===== config.mk =====
export PLATFORM = sky130hd
export DESIGN_NAME = data_mem_arbiter
export DESIGN_NICKNAME = d
export VERILOG_FILES = /design/src/rtl/data_mem_arbiter_pkg.sv /design/src/rtl/data_mem_arbiter_arb.sv /design/src/rtl/data_mem_arbiter.sv
export SDC_FILE = /design/constraint.sdc
export NUM_CORES = 1
export LEC_CHECK = 0
export ABC_CLOCK_PERIOD_IN_PS = 3700
export CAP_MARGIN = 0
export CORE_MARGIN = 4
export CORE_UTILIZATION = 39
export CTS_BUF_LIST = sky130_fd_sc_hd__clkbuf_8
export DETAILED_ROUTE_END_ITERATION = 7
export PLACE_DENSITY = 0.79
export SETUP_SLACK_MARGIN = 0.5
export SLEW_MARGIN = 40
export SYNTH_ARGS = -nofsm -noshare
export SYNTH_HDL_FRONTEND = slang
export SYNTH_SLANG_ARGS = --single-unit

===== constraint.sdc =====
create_clock -name clk -period 3.7 [get_ports clk]
set_input_delay 0.555 -clock clk [delete_from_list [all_inputs] [get_ports clk]]
set_output_delay 0.555 -clock clk [all_outputs]
set_load 0.02 [all_outputs]

===== src/rtl/data_mem_arbiter_pkg.sv =====
// Shared constants and state type for the data-memory arbiter slice.
// The top selects fixed priority instead of round robin when DATA_MEM_ARB_FIXED_PRIO_EN is defined.
package mips32_mem_pkg;

  localparam int unsigned DMEM_ADDR_W = 11;
  localparam int unsigned DMEM_DATA_W = 32;

  typedef enum logic [1:0] {
    ST_IDLE   = 2'd0,
    ST_ACCESS = 2'd1,
    ST_ACK    = 2'd2
  } arb_state_e;

endpackage


===== src/rtl/data_mem_arbiter_arb.sv =====
// Two-requester combinational arbiter producing a one-hot grant.
// DATA_MEM_ARB_FIXED_PRIO_EN: requester 0 always wins a tie; otherwise the non-last winner wins.
module rr_arbiter2
  import mips32_mem_pkg::*;
(
  input  logic [1:0] req,
  input  logic       last_gnt,
  output logic [1:0] gnt
);

`ifdef DATA_MEM_ARB_FIXED_PRIO_EN
  logic unused_last_gnt;
  assign unused_last_gnt = last_gnt;

  always_comb begin
    gnt = '0;
    if (req[0]) begin
      gnt = 2'b01;
    end else if (req[1]) begin
      gnt = 2'b10;
    end
  end
`else
  always_comb begin
    gnt = '0;
    case (req)
      2'b01:   gnt = 2'b01;
      2'b10:   gnt = 2'b10;
      // tie: the master that did not win last time goes next
      2'b11:   gnt = last_gnt ? 2'b01 : 2'b10;
      default: gnt = '0;
    endcase
  end
`endif

endmodule


===== src/rtl/data_mem_arbiter.sv =====
// Two-master arbiter and access sequencer for the single-port 2048x32 data memory.
// Tie-break mode is chosen by DATA_MEM_ARB_FIXED_PRIO_EN (default: round robin).
module data_mem_arbiter
  import mips32_mem_pkg::*;
#(
  parameter int unsigned ADDR_W = DMEM_ADDR_W,
  parameter int unsigned DATA_W = DMEM_DATA_W
) (
  input  logic              clk,
  input  logic              rst,
  input  logic              m0_req,
  input  logic              m0_we,
  input  logic [ADDR_W-1:0] m0_addr,
  input  logic [DATA_W-1:0] m0_wdata,
  output logic              m0_ack,
  output logic [DATA_W-1:0] m0_rdata,
  input  logic              m1_req,
  input  logic              m1_we,
  input  logic [ADDR_W-1:0] m1_addr,
  input  logic [DATA_W-1:0] m1_wdata,
  output logic              m1_ack,
  output logic [DATA_W-1:0] m1_rdata,
  output logic [ADDR_W-1:0] mem_addr,
  output logic [DATA_W-1:0] mem_wdata,
  output logic              mem_write,
  output logic              mem_read,
  input  logic [DATA_W-1:0] mem_rdata
);

  arb_state_e        state_q, state_d;
  logic              last_gnt_q, last_gnt_d;
  logic              owner_q, owner_d;
  logic [ADDR_W-1:0] mem_addr_q, mem_addr_d;
  logic [DATA_W-1:0] mem_wdata_q, mem_wdata_d;
  logic              mem_write_q, mem_write_d;
  logic              mem_read_q, mem_read_d;
  logic              m0_ack_q, m0_ack_d;
  logic              m1_ack_q, m1_ack_d;
  logic [DATA_W-1:0] m0_rdata_q, m0_rdata_d;
  logic [DATA_W-1:0] m1_rdata_q, m1_rdata_d;

  logic [1:0] req;
  logic [1:0] gnt;

  assign req = {m1_req, m0_req};

  rr_arbiter2 u_arb (
    .req      (req),
    .last_gnt (last_gnt_q),
    .gnt      (gnt)
  );

  always_comb begin
    state_d     = state_q;
    last_gnt_d  = last_gnt_q;
    owner_d     = owner_q;
    mem_addr_d  = mem_addr_q;
    mem_wdata_d = mem_wdata_q;
    mem_write_d = mem_write_q;
    mem_read_d  = mem_read_q;
    m0_ack_d    = 1'b0;
    m1_ack_d    = 1'b0;
    m0_rdata_d  = m0_rdata_q;
    m1_rdata_d  = m1_rdata_q;

    case (state_q)
      ST_IDLE: begin
        if (gnt != 2'b00) begin
          owner_d    = gnt[1];
          last_gnt_d = gnt[1];
          // the memory-side registers double as the request latch
          if (gnt[1]) begin
            mem_addr_d  = m1_addr;
            mem_wdata_d = m1_wdata;
            mem_write_d = m1_we;
            mem_read_d  = ~m1_we;
          end else begin
            mem_addr_d  = m0_addr;
            mem_wdata_d = m0_wdata;
            mem_write_d = m0_we;
            mem_read_d  = ~m0_we;
          end
          state_d = ST_ACCESS;
        end
      end
      ST_ACCESS: begin
        if (mem_read_q) begin
          if (owner_q) begin
            m1_rdata_d = mem_rdata;
          end else begin
            m0_rdata_d = mem_rdata;
          end
        end
        mem_write_d = 1'b0;
        mem_read_d  = 1'b0;
        m0_ack_d    = ~owner_q;
        m1_ack_d    = owner_q;
        state_d     = ST_ACK;
      end
      ST_ACK: begin
        state_d = ST_IDLE;
      end
      default: begin
        state_d = ST_IDLE;
      end
    endcase
  end

  always_ff @(posedge clk or posedge rst) begin
    if (rst) begin
      state_q     <= ST_IDLE;
      last_gnt_q  <= 1'b1;
      owner_q     <= 1'b0;
      mem_addr_q  <= '0;
      mem_wdata_q <= '0;
      mem_write_q <= 1'b0;
      mem_read_q  <= 1'b0;
      m0_ack_q    <= 1'b0;
      m1_ack_q    <= 1'b0;
      m0_rdata_q  <= '0;
      m1_rdata_q  <= '0;
    end else begin
      state_q     <= state_d;
      last_gnt_q  <= last_gnt_d;
      owner_q     <= owner_d;
      mem_addr_q  <= mem_addr_d;
      mem_wdata_q <= mem_wdata_d;
      mem_write_q <= mem_write_d;
      mem_read_q  <= mem_read_d;
      m0_ack_q    <= m0_ack_d;
      m1_ack_q    <= m1_ack_d;
      m0_rdata_q  <= m0_rdata_d;
      m1_rdata_q  <= m1_rdata_d;
    end
  end

  assign mem_addr  = mem_addr_q;
  assign mem_wdata = mem_wdata_q;
  assign mem_write = mem_write_q;
  assign mem_read  = mem_read_q;
  assign m0_ack    = m0_ack_q;
  assign m1_ack    = m1_ack_q;
  assign m0_rdata  = m0_rdata_q;
  assign m1_rdata  = m1_rdata_q;

endmodule


# Yosys cells after proc, flatten, opt, wreduce, memory -nomap -nowiden
# Cells that the tools add are included.
[word_totals] reg_bits=115 in_bits=124 output_inout_bits=111 wordCells=40
[op_classes] n_eq_ne=5 muxes=14 n_bitwise=3 n_reduce_logical=7
[ops] operator="32-bit 2-to-1 mux" n=1
[ops] operator="11-bit 2-to-1 mux" n=1
[ops] operator="1-bit 2-to-1 mux" n=6
[ops] operator="2-bit one-hot mux with 3 select lines" n=1
[ops] operator="3-bit AND reduction" n=2
[ops] operator="2-bit by 1-bit == test with 1-bit output, second input constant" n=2
[ops] operator="2-bit == test, second input constant" n=2
[ops] operator="2-bit 2-to-1 mux" n=2
[ops] operator="1-bit one-hot mux with 2 select lines" n=2
[ops] operator="2-bit one-hot mux with 2 select lines" n=1
[ops] operator="2-bit AND reduction" n=2
[ops] operator="2-bit nonzero test" n=2
[ops] operator="1-bit inverter" n=3
[ops] operator="2-bit logical NOT" n=1
[ops] operator="2-bit inequality test, second input constant" n=1

# Logic depth before layout (Yosys ltp)
# Gate-level depths: netlist (run 1).
[logic_depth] word_depth=5 mapped_depth=6 depth_no_buf=4

# By module
# Synthesis (run 1) repeated with hierarchy kept, for this count alone.
[unflattened] cells_unflattened=301 area_unflattened_um2=4889.7
[by_module_without_submodules] mod="data_mem_arbiter" n_inst=1 cells_per_inst=298 area_per_inst_um2=4870.9 seq_area_each_um2=2879.0
[by_module_without_submodules] mod="rr_arbiter2" n_inst=1 cells_per_inst=3 area_per_inst_um2=18.8 seq_area_each_um2=0.0

# Worst setup path after synthesis (run 1)
# Ideal clock, no wire load.
[synth_timing] kind="in2reg" startpoint="input m1_req" endpoint="register mem_wdata_q[10] (netlist: mem_wdata[10])" setup_ps=125 arrival_time_ps=1570 required_time_ps=3575 setup_slack_ps=2004 cell_stages=5 n_path_buf=2 cell_sequence="a21bo_1 > buf_6 > buf_12 > mux2_4 > mux2_4"
[synth_between] elab_chain_cells=4 word_cells_on_any_way=7 classes_between="eq/ne (3); mux (2); reduce/logical (2)"
[synth_rtl] item="start, declared" line_no="data_mem_arbiter.sv:17" rtl="input logic m1_req,"
[synth_rtl] item="2-bit == test or 2-bit by 1-bit == test with 1-bit output (tied branches)" line_no="data_mem_arbiter_arb.sv:26" rtl="case (req)"
[synth_rtl] item="2-bit one-hot mux with 3 select lines *" line_no="data_mem_arbiter_arb.sv:26"
[synth_rtl] item="2-bit nonzero test" line_no="data_mem_arbiter.sv:68" rtl="if (gnt != 2'b00) begin"
[synth_rtl] item="2-bit AND reduction (no line)"
[synth_rtl] item="end signal, assigned" line_no="data_mem_arbiter.sv:127" rtl="mem_wdata_q <= mem_wdata_d;"
[synth_rtl] item="end, declared" line_no="data_mem_arbiter.sv:34" rtl="logic [DATA_W-1:0] mem_wdata_q, mem_wdata_d;"
# Mark *: on every way between the ends. The rest lies on a longest branch, timed or not.
# A chain may end at the register's enable or synchronous reset.

# Final worst setup path (run 1)
[layout_timing] startpoint="input m1_req" endpoint="register mem_wdata_q[31] (netlist: mem_wdata[31])"
# Same word-level chain as after synthesis.

==> results.cfg, run 1 <==
[sta]
whs_ns = 0.463
slew_headroom_pct = 46.9
min_period_over_period_pct = 58.8
fin_skew_ns = 0.00898
finalHoldViolCount = 0
fmax_mhz = 460
rsz0062_at_grt = no
worst_pin_slew_ns = 0.797
setup_viol = 0
fin_setup_tns_ns = 0
layout_min_cycle_time_ns = 2.18
maxSlewViolCount = 0

[power_and_ir_drop]
power.leakage_nw = 3.48
peakVddDrop_mv = 0.411
power.density_nw_per_um2 = 866
total_power_mw = 6.89

[floorplanning]
die_area_um2 = 15100
start_util_pct = 40.2
ios = 235
die_y_um = 123
num_rows = 41
core-area_um2 = 12800
fp.dieW_um = 123

[critical_path]
cp_max_fo = 46
path_class = primary input to register
worstSetupStartpoint = m1_req
r2r-end = mem_wdata[31]
reg2reg_depth = 4
critPathCaptureType = register
crit_required_ns = 4.00
start_kind = primary input
regToRegSetupSlack_ns = 1.63
r2r-start = last_gnt_q
arrival_ns = 2.48
worstSetupEndpoint = mem_wdata[31]

[cells_and_area]
fillers = 961
nets = 668
fin_area_um2 = 7960
num_antenna_cells = 0
layoutNonFillerInstCount = 726
drive_gt1_share_pct = 33.6
area_growth_pct = 54.8

[synthesis]
synth_top_area_share_pct = 55.5
synth_seq_cells = 115
avgSynthCellArea_um2 = 17.1
yosys_warnings = 0
synth_top_cell_by_area = dfrtp_1
syn_inst = 301
ys_seq_area_share_pct = 56.0
synthTopCellsByArea = dfrtp_1, mux2_4, mux2_2, mux2_1, buf_12
syn-num-nets = 425
syn-cell-area_um2 = 5140
synth_cell_types = 20

[routing]
drc_errors = 0
firstDrtPassIters = 4
viasPerCell = 4.61
drt_iter0_markers = 86
routed_wl_mm = 12.4
via_count = 3347
wire_per_inst_um = 17.1
ant_nets = 0

[global_route]
grt_pass1_vias = 3781
grt_pass1_wl_mm = 19.2
antenna_found_initial = 0
grt_usage_pct = 16.7
grt_start_max_net_pins = 70
grt_overflow = 0

[clock_tree]
ctsResizeCount = 0
numCtsBuffers = 17
clock-root-buffer = clkbuf_8
post-cts-setup-buffers = 0
cts_max_path_buffers = 2
cts_num_sinks = 115
cts_tree = yes
cts.clk_slew.worst_paths_ns = 0.06
cts_hold_buf = 0
clock_latency_ns = 0.42
h-tree-depth = 4

[placement]
dp_cells = 697
dpl.hpwl_mm = 9.24
dpl_cell_area_um2 = 7600
portBuffers = 234
gp_congestion = 0.715

[hold_path]
hold_class = register to register

[flow_run]
maxCapViolCount = 0

[run_status]
status = finished, final reports clean
==> where the power goes <==
group	internal, mW	switching [mW]
Clock	0.572	0.461
Sequential	1.91	0.353
Combinational	2.03	1.56
Total	4.51	2.38
==> registers in the layout (all words and copies together), names as in the netlist, 2 cells and up <==
register and cells:
m1_rdata 32, mem_addr 11, mem_wdata 32, state_q 2, m0_rdata 32
==> through the flow <==
step	util, %	setup slack, ns
detailed placement	59.5	1.08
finish	62.3	1.52
floorplan	-	1.75
global route	62.3	1.46
CTS	62.3	1.55
global placement	59.5	1.11
==> cells in the mapped netlist <==
| master | number |
|---|---|
| a21bo_1 | 1 |
| and2_1 | 1 |
| and3_1 | 1 |
| buf_12 | 4 |
| buf_2 | 8 |
| buf_4 | 4 |
| buf_6 | 1 |
| dfrtp_1 | 114 |
| dfstp_2 | 1 |
| inv_1 | 3 |
| inv_2 | 1 |
| mux2_1 | 8 |
| mux2_2 | 68 |
| mux2_4 | 76 |
| mux2i_1 | 3 |
| nand2_1 | 1 |
| nand2b_2 | 1 |
| nand3_1 | 1 |
| nor2_1 | 3 |
| nor3_1 | 1 |
==> logic make-up (layout without fill, tap and decap cells) <==
| logic type | count (synthesis) | count (layout) | synth area share [%] |
|---|---|---|---|
| muxes | 155 | 155 | 39.4 |
| DFF | 115 | 115 | 56.0 |
| buffers and inverters | 21 | 274 | 3.43 |
| and+or+nand+nor | 9 | 9 | 0.901 |
| AOI/OAI and AO/OA | 1 | 1 | 0.195 |
==> per-layer routing <==
layer	GRT usage, %	up-vias	share of wire (%)
li1	-	1549	-
met1	18.8	1639	38
met2	28.6	138	52
met3	5.76	21	7.8
met4	7.49	0	2.5
met5	0	-	0
==> cells in the final DEF, fill, tap and decap left out, drive strengths merged <==
master / instances
a21bo: 1
and2: 1
and3: 1
buf: 7
clkbuf: 24
clkdlybuf4s50: 234
clkinv: 5
clkinvlp: 1
dfrtp: 114
dfstp: 1
inv: 3
mux2: 152
mux2i: 3
nand2: 1
nand2b: 1
nand3: 1
nor2: 3
nor3: 1
==> area by class of cell <==
type                            instances  area (µm²)  area share [%]
Clock buffer                           24         330            4.15
Clock inverter                          5        25.0           0.315
Inverter                                4        18.8           0.236
Multi-Input combinational cell        165        2090            26.3
Sequential cell                       115        2880            36.2
Tap cell                              172         215            2.71
Timing Repair Buffer                  241        2400            30.2
==> critical path, cell delays in order <==
cell and delay [ns]:
clkdlybuf4s50_1 0.42, a21bo_2 0.19, buf_4 0.61, mux2_2 0.40, mux2_2 0.26
==> worst min-delay path by stage <==
stage            start  endpoint  slack (ns)  depth (start not counted)
2_1_floorplan  owner_q    m0_ack        0.42                          1
3_3_place_gp   owner_q    m0_ack        0.45                          1
3_5_place_dp   owner_q    m0_ack        0.45                          1
4_1_cts        owner_q    m0_ack        0.46                          1
5_1_grt        owner_q    m0_ack        0.49                          1
6_report       owner_q    m0_ack        0.46                          1
(Power assumes the default switching activity.)
==> inputs of run 2 (changes only) <==
--- a/config.mk
+++ b/config.mk
@@ -5,7 +5,7 @@
 export SDC_FILE = /design/constraint.sdc
 export NUM_CORES = 1
 export LEC_CHECK = 0
-export ABC_CLOCK_PERIOD_IN_PS = 3700
+export ABC_CLOCK_PERIOD_IN_PS = 1900
 export CAP_MARGIN = 0
 export CORE_MARGIN = 4
 export CORE_UTILIZATION = 39
==> constraint.sdc (replaced) <==
create_clock -name clk -period 1.9 [get_ports clk]
set_input_delay 0.285 -clock clk [delete_from_list [all_inputs] [get_ports clk]]
set_output_delay 0.285 -clock clk [all_outputs]
set_load 0.02 [all_outputs]
==> results.cfg, run 2 (same netlist as run 1, synthesis figures left out) <==
[clock_tree]
clock-root-buffer = clkbuf_8
clock_latency_ns = 0.41
cts_num_sinks = 115
cts_max_path_buffers = 2
cts_hold_buf = 0
cts.clk_slew.worst_paths_ns = 0.08
h-tree-depth = 4
numCtsBuffers = 17
cts_tree = yes

[routing]
drc_errors = 0
ant_nets = 0
wire_per_inst_um = 19.4
via_count = 3561
firstDrtPassIters = 4
drt_iter0_markers = 165
routed_wl_mm = 14.6
viasPerCell = 4.72

[critical_path]
path_class = register to register
crit_required_ns = 2.19
start_kind = register
critPathCaptureType = register
cp_max_fo = 23
arrival_ns = 1.93

[power_and_ir_drop]
p_clk_share_pct = 16.1
swShare_pct = 36.8
power.density_nw_per_um2 = 1650
p_seq_share_pct = 32.3
peakVddDrop_mv = 0.683
p_switching_mw = 5.12
p_int_mw = 8.80
power.leakage_nw = 3.93
combinationalPowerShare_pct = 51.5

[sta]
setup_viol = 0
fin_setup_tns_ns = 0
worst_pin_slew_ns = 0.546
min_period_over_period_pct = 86.1
fmax_mhz = 611
maxSlewViolCount = 0
layout_min_cycle_time_ns = 1.64
fin_skew_ns = 0.00858
finalHoldViolCount = 0
rsz0062_at_grt = yes
slew_headroom_pct = 63.5
whs_ns = 0.269

[cells_and_area]
num_antenna_cells = 0
drive_gt1_share_pct = 57.9
fin_util_pct = 66.1
layout_common_cells = clkdlybuf4s50_1, mux2_4, dfrtp_1
area_growth_pct = 64.3
layoutNonFillerInstCount = 754
nets = 693
layout_commonest_cell = clkdlybuf4s50_1

[floorplanning]
num_rows = 41
die_area_um2 = 15100
fp.dieW_um = 123
ios = 235
die_y_um = 123
core-area_um2 = 12800
start_util_pct = 40.2

[global_route]
grt_start_max_net_pins = 36
grt_usage_pct = 18.9
grt_pass1_vias = 3975
grt_overflow = 0
grt_pass1_wl_mm = 21.6
antenna_found_initial = 0

[hold_path]
hold_class = primary input to asynchronous set/reset pin

[flow_run]
maxCapViolCount = 0

[placement]
dp_cells = 701
portBuffers = 234
gp_congestion = 0.709
dpl.hpwl_mm = 9.69

[run_status]
status = finished, final reports clean
-- run 2: cell types whose count changed in the layout (fill, tap and decap cells not counted), moves of 14 or more --
cell,previous run,this run
buf_2,0,29
mux2_2,68,31
buf_12,0,14
clkbuf_2,0,37
clkdlybuf4s15_2,0,44
mux2_4,76,121
clkdlybuf4s50_1,234,123
-- run 2: path summary, 6_finish.rpt --
kind                            cells past startpoint            end  slack [ns]  startpoint
worst max-delay path                                4  mem_wdata[27]        0.26  last_gnt_q
worst min-delay path                                2   m1_rdata[24]        0.27         rst
worst max register to register                      4  mem_wdata[27]        0.26  last_gnt_q
worst min register to register                      2     last_gnt_q        0.50  last_gnt_q
max in group asynchronous                           3     last_gnt_q        1.09         rst
min in group clk                                    2     last_gnt_q        0.50  last_gnt_q
-- run 2: through the flow --
stage          instance area (µm²)  power [mW]  setup slack, ns
2_1_floorplan                 5270        8.55            0.216
3_3_place_gp                  7850        11.6           0.0187
3_5_place_dp                  7850        11.8          -0.0105
4_1_cts                       8660        14.1            0.270
5_1_grt                       8440        14.6            0.210
6_report                      8440        13.9            0.264
-- run 2: per-layer routing --
layer	track usage [%]	part of all wire [%]	up-vias	wire, µm
li1	-	-	1605	-
met1	21.5	38	1766	5520
met2	32.8	51	167	7540
met5	0	0	-	0
met4	8.19	2.3	0	333
met3	5.85	8.5	23	1250
-- run 2: timing repair --
action,CTS,global route
resized for setup,313,93
setup buffers,9,5
pin swaps,0,0
gates cloned,6,1
setup endpoints to repair,219,178
-- run 2: cell type report --
type | instances | area [µm²]
Inverter | 4 | 21.3
Clock inverter | 10 | 98.8
Tap cell | 172 | 215
Timing Repair Buffer | 266 | 2630
Clock buffer | 22 | 303
Multi-Input combinational cell | 165 | 2290
Fill cell | 927 | 4330
Sequential cell | 115 | 2880
-- run 2: power groups by stage --
stage | combinational, mW | sequential, mW | clock, mW
floorplan | 2.70 | 5.85 | 0
global placement | 7.22 | 4.42 | 0
detailed placement | 7.36 | 4.46 | 0
CTS | 7.32 | 4.46 | 2.29
global route | 7.54 | 4.66 | 2.41
finish | 7.17 | 4.50 | 2.25
-- run 2: worst max-delay path, stage by stage, from the launching register on --
cell     delay [ns]
dfstp_2        0.55
a21bo_4        0.17
buf_12         0.21
mux2_4         0.32
mux2_4         0.25
